`src/rtl/serial_pkg.sv`:
```
// Shared constants, state encodings and bit-period helper for the serial RX loader.
// Pure declarations: no latency, no flow control.
package serial_pkg;

   localparam logic [7:0] SYNC_BYTE = 8'hA5;

   typedef enum logic [2:0] {HUNT, ADDR, DATA, CHK, WRITE} parser_state_t;

   typedef enum logic [1:0] {RX_IDLE, RX_START, RX_DATA, RX_STOP} rx_state_t;

   function automatic int calc_div(input int clk_hz, input int baud);
      return (clk_hz + baud / 2) / baud;
   endfunction

endpackage

```
`src/rtl/uart_rx_core.sv`:
```
// 8N1 UART receiver: 2-flop synchronizer, mid-bit sampling, stop-bit check.
// rx_valid/frame_err pulse at the stop-bit centre (~9.5 bit periods + 2 cycles); no backpressure.
module uart_rx_core
   import serial_pkg::*;
#(
   parameter int DIV = 217
) (
   input  logic       clk,
   input  logic       reset,
   input  logic       rxd,
   output logic       rx_valid,
   output logic [7:0] rx_byte,
   output logic       frame_err
);

   localparam logic [15:0] BIT_END  = 16'(DIV - 1);
   localparam logic [15:0] HALF_END = 16'(DIV / 2 - 1);

   logic        sync1, sync2, prev;
   rx_state_t   state, state_nxt;
   logic [15:0] cnt;
   logic [2:0]  bit_idx;
   logic [7:0]  shift;
   logic        cnt_clr, take_bit, done_ok, done_bad;

   always_comb begin
      state_nxt = state;
      cnt_clr   = 1'b0;
      take_bit  = 1'b0;
      done_ok   = 1'b0;
      done_bad  = 1'b0;
      case (state)
         RX_IDLE: begin
            if (prev && !sync2) begin
               state_nxt = RX_START;
               cnt_clr   = 1'b1;
            end
         end
         RX_START: begin
            // a line that is high again at half a bit is a glitch, not a start bit
            if (cnt == HALF_END) begin
               cnt_clr   = 1'b1;
               state_nxt = sync2 ? RX_IDLE : RX_DATA;
            end
         end
         RX_DATA: begin
            if (cnt == BIT_END) begin
               cnt_clr  = 1'b1;
               take_bit = 1'b1;
               if (bit_idx == 3'd7) state_nxt = RX_STOP;
            end
         end
         RX_STOP: begin
            if (cnt == BIT_END) begin
               cnt_clr   = 1'b1;
               state_nxt = RX_IDLE;
               done_ok   = sync2;
               done_bad  = !sync2;
            end
         end
         default: state_nxt = RX_IDLE;
      endcase
   end

   always_ff @(posedge clk or negedge reset) begin
      if (!reset) begin
         sync1     <= 1'b1;
         sync2     <= 1'b1;
         prev      <= 1'b1;
         state     <= RX_IDLE;
         cnt       <= '0;
         bit_idx   <= '0;
         shift     <= '0;
         rx_valid  <= 1'b0;
         rx_byte   <= '0;
         frame_err <= 1'b0;
      end else begin
         sync1     <= rxd;
         sync2     <= sync1;
         prev      <= sync2;
         state     <= state_nxt;
         cnt       <= (cnt_clr || state == RX_IDLE) ? 16'd0 : cnt + 16'd1;
         if (state == RX_START) bit_idx <= 3'd0;
         else if (take_bit)     bit_idx <= bit_idx + 3'd1;
         if (take_bit) shift <= {sync2, shift[7:1]};
         rx_valid  <= done_ok;
         frame_err <= done_bad;
         if (done_ok) rx_byte <= shift;
      end
   end

endmodule

```
`src/rtl/serial_rx_loader.sv`:
```
// UART frame parser turning A5/addr[3]/data[4] frames into one RAM word write; optional checksum under SERIAL_RX_CHECKSUM_EN.
// wr_en rises 1 cycle after the last byte's rx_valid; no backpressure (the RAM port always accepts).
module serial_rx_loader
   import serial_pkg::*;
#(
   parameter int CLK_HZ       = 25000000,
   parameter int BAUD         = 115200,
   parameter int ADDR_W       = 17,
   parameter int TIMEOUT_BITS = 32
) (
   input  logic              clk,
   input  logic              reset,
   input  logic              rxd,
   output logic              wr_en,
   output logic [ADDR_W-1:0] wr_addr,
   output logic [31:0]       wr_data,
   output logic              rx_valid,
   output logic [7:0]        rx_byte,
   output logic              busy,
   output logic              frame_err,
   output logic              chk_err
);

   localparam int          DIV       = calc_div(CLK_HZ, BAUD);
   localparam logic [31:0] TMO_LIMIT = 32'(TIMEOUT_BITS * DIV);

   parser_state_t     state, state_nxt;
   logic [1:0]        idx, idx_nxt;
   logic [ADDR_W-1:0] addr_sh, addr_nxt;
   logic [31:0]       data_sh, data_nxt;
   logic [31:0]       tmo;
   logic              tmo_exp;
`ifdef SERIAL_RX_CHECKSUM_EN
   logic [7:0]        chk_acc, chk_nxt;
   logic              chk_fail, chk_err_q;
`endif

   uart_rx_core #(.DIV(DIV)) u_core (
      .clk       (clk),
      .reset     (reset),
      .rxd       (rxd),
      .rx_valid  (rx_valid),
      .rx_byte   (rx_byte),
      .frame_err (frame_err)
   );

   assign tmo_exp = (tmo == TMO_LIMIT);

   always_comb begin
      state_nxt = state;
      idx_nxt   = idx;
      addr_nxt  = addr_sh;
      data_nxt  = data_sh;
`ifdef SERIAL_RX_CHECKSUM_EN
      chk_nxt   = chk_acc;
      chk_fail  = 1'b0;
`endif
      if (state == WRITE) begin
         state_nxt = HUNT;
      end else if (frame_err) begin
         state_nxt = HUNT;
      end else if (rx_valid) begin
         // a byte arriving in the same cycle as the timeout takes priority
         case (state)
            HUNT: begin
               if (rx_byte == SYNC_BYTE) begin
                  state_nxt = ADDR;
                  idx_nxt   = 2'd0;
`ifdef SERIAL_RX_CHECKSUM_EN
                  chk_nxt   = 8'd0;
`endif
               end
            end
            ADDR: begin
               addr_nxt = {addr_sh[ADDR_W-9:0], rx_byte};
               idx_nxt  = idx + 2'd1;
`ifdef SERIAL_RX_CHECKSUM_EN
               chk_nxt  = chk_acc ^ rx_byte;
`endif
               if (idx == 2'd2) begin
                  state_nxt = DATA;
                  idx_nxt   = 2'd0;
               end
            end
            DATA: begin
               data_nxt = {rx_byte, data_sh[31:8]};
               idx_nxt  = idx + 2'd1;
`ifdef SERIAL_RX_CHECKSUM_EN
               chk_nxt  = chk_acc ^ rx_byte;
               if (idx == 2'd3) state_nxt = CHK;
`else
               if (idx == 2'd3) state_nxt = WRITE;
`endif
            end
            CHK: begin
`ifdef SERIAL_RX_CHECKSUM_EN
               if (rx_byte == chk_acc) begin
                  state_nxt = WRITE;
               end else begin
                  state_nxt = HUNT;
                  chk_fail  = 1'b1;
               end
`else
               state_nxt = HUNT;
`endif
            end
            default: state_nxt = HUNT;
         endcase
      end else if (state != HUNT && tmo_exp) begin
         state_nxt = HUNT;
      end
   end

   always_ff @(posedge clk or negedge reset) begin
      if (!reset) begin
         state   <= HUNT;
         idx     <= '0;
         addr_sh <= '0;
         data_sh <= '0;
         tmo     <= '0;
         wr_addr <= '0;
         wr_data <= '0;
`ifdef SERIAL_RX_CHECKSUM_EN
         chk_acc   <= '0;
         chk_err_q <= 1'b0;
`endif
      end else begin
         state   <= state_nxt;
         idx     <= idx_nxt;
         addr_sh <= addr_nxt;
         data_sh <= data_nxt;
         if (state == HUNT || rx_valid) tmo <= 32'd0;
         else if (!tmo_exp)             tmo <= tmo + 32'd1;
         // load the port from the next-values so it is stable in the wr_en cycle
         if (state_nxt == WRITE) begin
            wr_addr <= addr_nxt;
            wr_data <= data_nxt;
         end
`ifdef SERIAL_RX_CHECKSUM_EN
         chk_acc   <= chk_nxt;
         chk_err_q <= chk_fail;
`endif
      end
   end

   assign wr_en = (state == WRITE);
   // busy drops as the write issues, so it never overlaps wr_en
   assign busy  = (state != HUNT) && (state != WRITE);
`ifdef SERIAL_RX_CHECKSUM_EN
   assign chk_err = chk_err_q;
`else
   assign chk_err = 1'b0;
`endif

endmodule

```
`config.mk`:
```
export PLATFORM = sky130hd
export DESIGN_NAME = serial_rx_loader
export DESIGN_NICKNAME = d
export VERILOG_FILES = /design/src/rtl/serial_pkg.sv /design/src/rtl/uart_rx_core.sv /design/src/rtl/serial_rx_loader.sv
export SDC_FILE = /design/constraint.sdc
export NUM_CORES = 1
export LEC_CHECK = 0
export ABC_AREA = 1
export CAP_MARGIN = 20
export CORE_MARGIN = 4
export CORE_UTILIZATION = 63
export DETAILED_ROUTE_END_ITERATION = 8
export PLACE_DENSITY = 0.85
export REMOVE_ABC_BUFFERS = 1
export SLEW_MARGIN = 20
export SYNTH_ARGS = -nofsm -noshare
export SYNTH_HDL_FRONTEND = slang
export SYNTH_HIERARCHICAL = 1
export SYNTH_SLANG_ARGS = --single-unit
```
`constraint.sdc`:
```
create_clock -name clk -period 3 [get_ports clk]
set_input_delay 0.75 -clock clk [delete_from_list [all_inputs] [get_ports clk]]
set_output_delay 0.75 -clock clk [all_outputs]
set_load 0.03 [all_outputs]
```
[After elaboration in Yosys (flattened, before gate mapping)]
Cells that the tools add are included.
Storage, ports and cells
  flip-flop bits (word level): 177
  latch bits: 0
  bits in writable memories: 0
  bits in read-only memories: 0
  input port bits: 3
  output and inout port bits: 62
  memories: 0
Operators by class
  add/subtract/negate cells: 4
  $mul: 0
  divide/modulo/power cells: 0
  $lt $le $gt $ge: 0
  equality and inequality tests: 22
  shifts and indexed selects: 0
  mux-type cells: 40
  bitwise logic cells: 2
  reductions and logical operators: 14
Operator list (number)
  2-to-1 mux 32 bit: 6
  2-to-1 mux 17 bit: 4
  adder 32 x 1 -> 32 bit, second input constant: 1
  == test 32 x 13 -> 1 bit, second input constant: 1
  2-to-1 mux 3 bit: 9
  adder 16 x 1 -> 16 bit, second input constant: 1
  == test 16 x 7 -> 1 bit, second input constant: 1
  == test 16 x 8 -> 1 bit, second input constant: 1
  2-to-1 mux 16 bit: 1
  2-to-1 mux 2 bit: 8
  != test 2 x 1 -> 1 bit, second input constant: 6
  AND reduction 5 bit: 2
  == test 3 bit, second input constant: 3
  case mux 3 bit (3 select lines): 1
  == test 2 bit, second input constant: 4
  == test 8 bit, second input constant: 1
  2-to-1 mux 1 bit: 8
  case mux 2 bit (4 select lines): 1
  case mux 2 bit (3 select lines): 1
  nonzero test 3 bit: 2
  adder 3 x 1 -> 3 bit, second input constant: 1
  == test 3 x 1 -> 1 bit, second input constant: 1
  == test 3 x 2 -> 1 bit, second input constant: 1
  logical AND 1 bit: 3
  12 further kinds: 14

[Longest topological paths before layout]
  word-level depth: 7
  depth in mapped cells: 11

[By module]
Netlist, hierarchy kept.
Modules (own cells, without submodules)
  serial_rx_loader: instances 1, cells an instance 868, area each 6552.5 sq um, sequential area each 3378.2 sq um
  uart_rx_core: instances 1, cells an instance 218, area each 1973.1 sq um, sequential area each 1054.8 sq um

[Least setup slack after synthesis]
Ideal clock, no wire load.
  kind: register to output
  from: reg, netlist name state[0]
  to: out wr_en
  data arrival time: 0.831 ns
  data required time: 2.250 ns
  path slack: 1.419 ns
  stages on the path, launching flop included: 4
  buffers on the path: 0
  cells stage by stage: dfrtp_1 nor2_1 nand2_1 inv_1
RTL lines
  end, declared: RTL line serial_rx_loader.sv:14  | output logic wr_en,

==> summary.md <==
| Metric | Value |
|---|---|
| Worst Path Required | `2.25 ns` |
| Initial antenna violation count | `0` |
| Worst reg2reg path endpoint | `wr_data[26]` |
| Comb pwr share | `0.044` |
| Min-Delay Path Class | `primary input to asynchronous set/reset pin` |
| Total track usage | `0.244` |
| Clk_lat worst skew | `0.43 ns` |
| DR vias | `6,961` |
| Nets | `1,161` |
| Final Hold Fails | `0` |
| Routed wl met2 | `8.70 mm` |
| Clock Sinks | `177` |
| Critical path arrival | `1.90 ns` |
| Final setup vio count | `0` |
| Fin crit period | `2.65 ns` |
| Setup CP Type | `flop to primary output` |
| Maximum clock path buffer count | `2` |
| Highest metal used | `met4` |
| PwrDens | `492 nW/µm²` |
| Cell variety after synth | `33` |
| Drt total wl | `18.2 mm` |
| Number of remaining DRC errors | `0` |
| Iteration-0 DRC Markers | `613` |
| Sw frac | `0.227` |
| Tightest Pin Transition | `0.639 ns` |
| Area Overhead vs Synth | `15.8%` |
| Detail Placement HPWL | `12.7 mm` |
| Number of buffers added on ports | `63` |
| Mapped Cells | `1,086` |
| First-pass GRT wire length | `31.1 mm` |
| Ys Warns | `6` |
| Fin crit share | `0.883` |
| RR Startpoint | `u_core/frame_err` |
| Post-DRT Antenna Nets | `0` |
| Antenna cells | `0` |
| Drt pass-1 iters | `5` |
| Pin count of the biggest net entering global routing | `84` |
| Final max-slew violation count | `0` |
| Crit. End Element | `primary output` |
| Headroom to the max-slew limit | `0.574` |
| Status | `finished clean` |
| Ports | `65` |
| Wire length on met3 | `750 µm` |
| Total CTS buffers | `17` |
| FMAX | `378 MHz` |
| Post-CTS Setup Bufs | `0` |
| Total grt overflow | `0` |
| Synthesized area | `8530 µm²` |
| R2R cell count | `7` |
| Vias per std cell | `5.21` |
| P_int | `3.75 mW` |
| H-tree depth | `4` |
| Die Area | `15,500 µm²` |
| Unrepaired setup endpoints after global routing | `false` |
| Dpl ws | `0.786 ns` |
| Clock transition at the registers of the reported paths | `0.06 ns` |
| Die width | `124 µm` |
| M1 WL | `8.43 mm` |
| Setup TNS | `0 ns` |
| PnR worst setup slack | `0.351 ns` |
| TritonCTS clock tree | `done` |
| Share of power burned in registers | `0.508` |
| Syn_area_per_cell | `7.85 µm²` |
| Pleak | `4.83 nW` |
| Routed len/inst | `13.6 µm` |
| Crit start category | `flop` |
| Max cap viols | `0` |
| Tot Pwr | `4.85 mW` |
| R2r setup slk | `1.10 ns` |
| VDD IR max | `0.457 mV` |
| Clock share of power | `0.448` |
| Switch Pwr | `1.10 mW` |
| Starting Density | `0.644` |
| RePlAce Congestion | `0.920` |
| Final design area excluding fillers | `9870 µm²` |
| CP Max Fanout | `5` |
| Vias in the first global route | `6,631` |
| Placed cell area | `9290 µm²` |
| Share of cells above drive strength 1 | `0.0706` |
| Num rows | `42` |
| # resized after CTS | `0` |
| Core ar. | `13,200 µm²` |
| Seq/Total Area, Yosys | `0.520` |
| Die H | `124 µm` |
| Hold buffers post-CTS | `0` |
| Clock root buffer | `clkbuf_16` |
| #FFs+latches synth | `177` |
| Setup Skew | `0.0151 ns` |
==> cells by family (layout without fill, tap and decap cells) <==
logic type	count (synthesis)	after routing	synth area share
other cells	1	1	0.000440
buf+inv	196	271	0.0973
simple gates	558	558	0.269
xor+xnor	6	6	0.00616
flops	177	177	0.520
compound gates	138	138	0.0925
fa+ha+maj	10	10	0.0147
==> sequential cells by signal, indices dropped and copies added, names as in the netlist, 3 cells and up, named ones only <==
signal / count
state: 3
u_core/shift: 8
wr_data: 32
tmo: 32
addr_sh: 17
u_core/bit_idx: 3
u_core/cnt: 16
u_core/rx_byte: 8
wr_addr: 17
data_sh: 32
==> metal layers <==
metal,global-route usage,vias to the layer above
met5,0,-
met4,0.0651,0
met3,0.0506,24
met2,0.399,167
met1,0.336,3292
li1,-,3478
==> metrics by stage <==
step / util / cells / hold WS, ns
after floorplan: - / 1059 / 0.345
after CTS: 0.745 / 1337 / 0.285
after global routing: 0.745 / 1337 / 0.309
after detailed placement: 0.702 / 1305 / 0.351
final: 0.745 / 1337 / 0.273
after global placement: 0.702 / 1305 / 0.346
==> final cells by class <==
cell class / count / area (µm²)
Fill cell: 1025 / 3370
Inverter: 169 / 642
Clock inverter: 12 / 134
Timing Repair Buffer: 70 / 722
Tap cell: 176 / 220
Sequential cell: 177 / 4430
Multi-Input combinational cell: 713 / 3270
Clock buffer: 20 / 447
==> cells in the final DEF, fill, tap and decap left out, types with 2 or more instances in the layout <==
master and n:
nand4_1 5, dfstp_2 3, o21ai_0 21, clkbuf_16 17
nor3b_1 2, o21a_1 17, ha_1 10, o21ai_2 14
bufinv_16 2, nor2_4 3, clkinv_4 3, nor2_1 126
nor3_1 18, nand2_1 329, buf_12 3, dfrtp_1 174
clkbuf_1 2, clkinv_2 4, o21ai_1 66, a21oi_1 19
xor2_1 5, inv_1 159, clkdlybuf4s50_1 62, nand2_4 2
nor2_2 4, inv_4 3, buf_4 4, nand3_1 60
nand2_2 5, inv_2 7
==> critical path, cell delays in order, from the launching register on <==
cell and delay [ns]:
dfrtp_1 0.41, nor2_1 0.18, nand2_1 0.10, inv_1 0.11, clkdlybuf4s50_1 0.68
==> synthesized netlist by cell type <==
cell type | n | area share
conb_1 | 1 | 0.00044
nor2_1 | 127 | 0.056
nor3b_1 | 2 | 0.0018
buf_6 | 5 | 0.0066
buf_4 | 9 | 0.0079
o21ai_2 | 14 | 0.014
clkbuf_1 | 1 | 0.00044
nor2_4 | 2 | 0.0026
o21ai_1 | 66 | 0.039
xor2_1 | 5 | 0.0051
nor3b_2 | 1 | 0.0015
o21ai_0 | 21 | 0.012
inv_2 | 7 | 0.0031
ha_1 | 10 | 0.015
nand3_2 | 1 | 0.0012
o21a_1 | 17 | 0.015
inv_4 | 3 | 0.0022
nor2_2 | 4 | 0.0029
nand4_1 | 5 | 0.0037
a21oi_1 | 19 | 0.011
xnor2_1 | 1 | 0.0010
buf_2 | 12 | 0.0070
dfrtp_1 | 174 | 0.51
nand2_1 | 330 | 0.15
nand3_1 | 60 | 0.035
nor3_1 | 18 | 0.011
and3_1 | 1 | 0.00073
dfstp_2 | 3 | 0.0092
nand3_4 | 1 | 0.0021
nand2_2 | 4 | 0.0029
o21bai_1 | 1 | 0.00088
nand2_4 | 2 | 0.0026
inv_1 | 159 | 0.070
==> worst max path at each step <==
stage	from	end	slack, ns	cells after the start
floorplan	u_core/rx_valid	wr_addr[0]	-2.51	6
global placement	state[0]	wr_en	0.80	4
detailed placement	state[0]	wr_en	0.79	4
CTS	state[0]	wr_en	0.32	4
global route	state[0]	wr_en	0.22	4
finish	state[0]	wr_en	0.35	4
==> power by group through the flow <==
stage / combinational [mW] / sequential (mW) / clock (mW)
global placement: 0.212 / 2.51 / 0
global route: 0.252 / 2.47 / 2.30
CTS: 0.219 / 2.47 / 2.20
detailed placement: 0.218 / 2.51 / 0
floorplan: 0.132 / 2.50 / 0
finish: 0.215 / 2.47 / 2.17
Power figures use the tool's default switching activity.
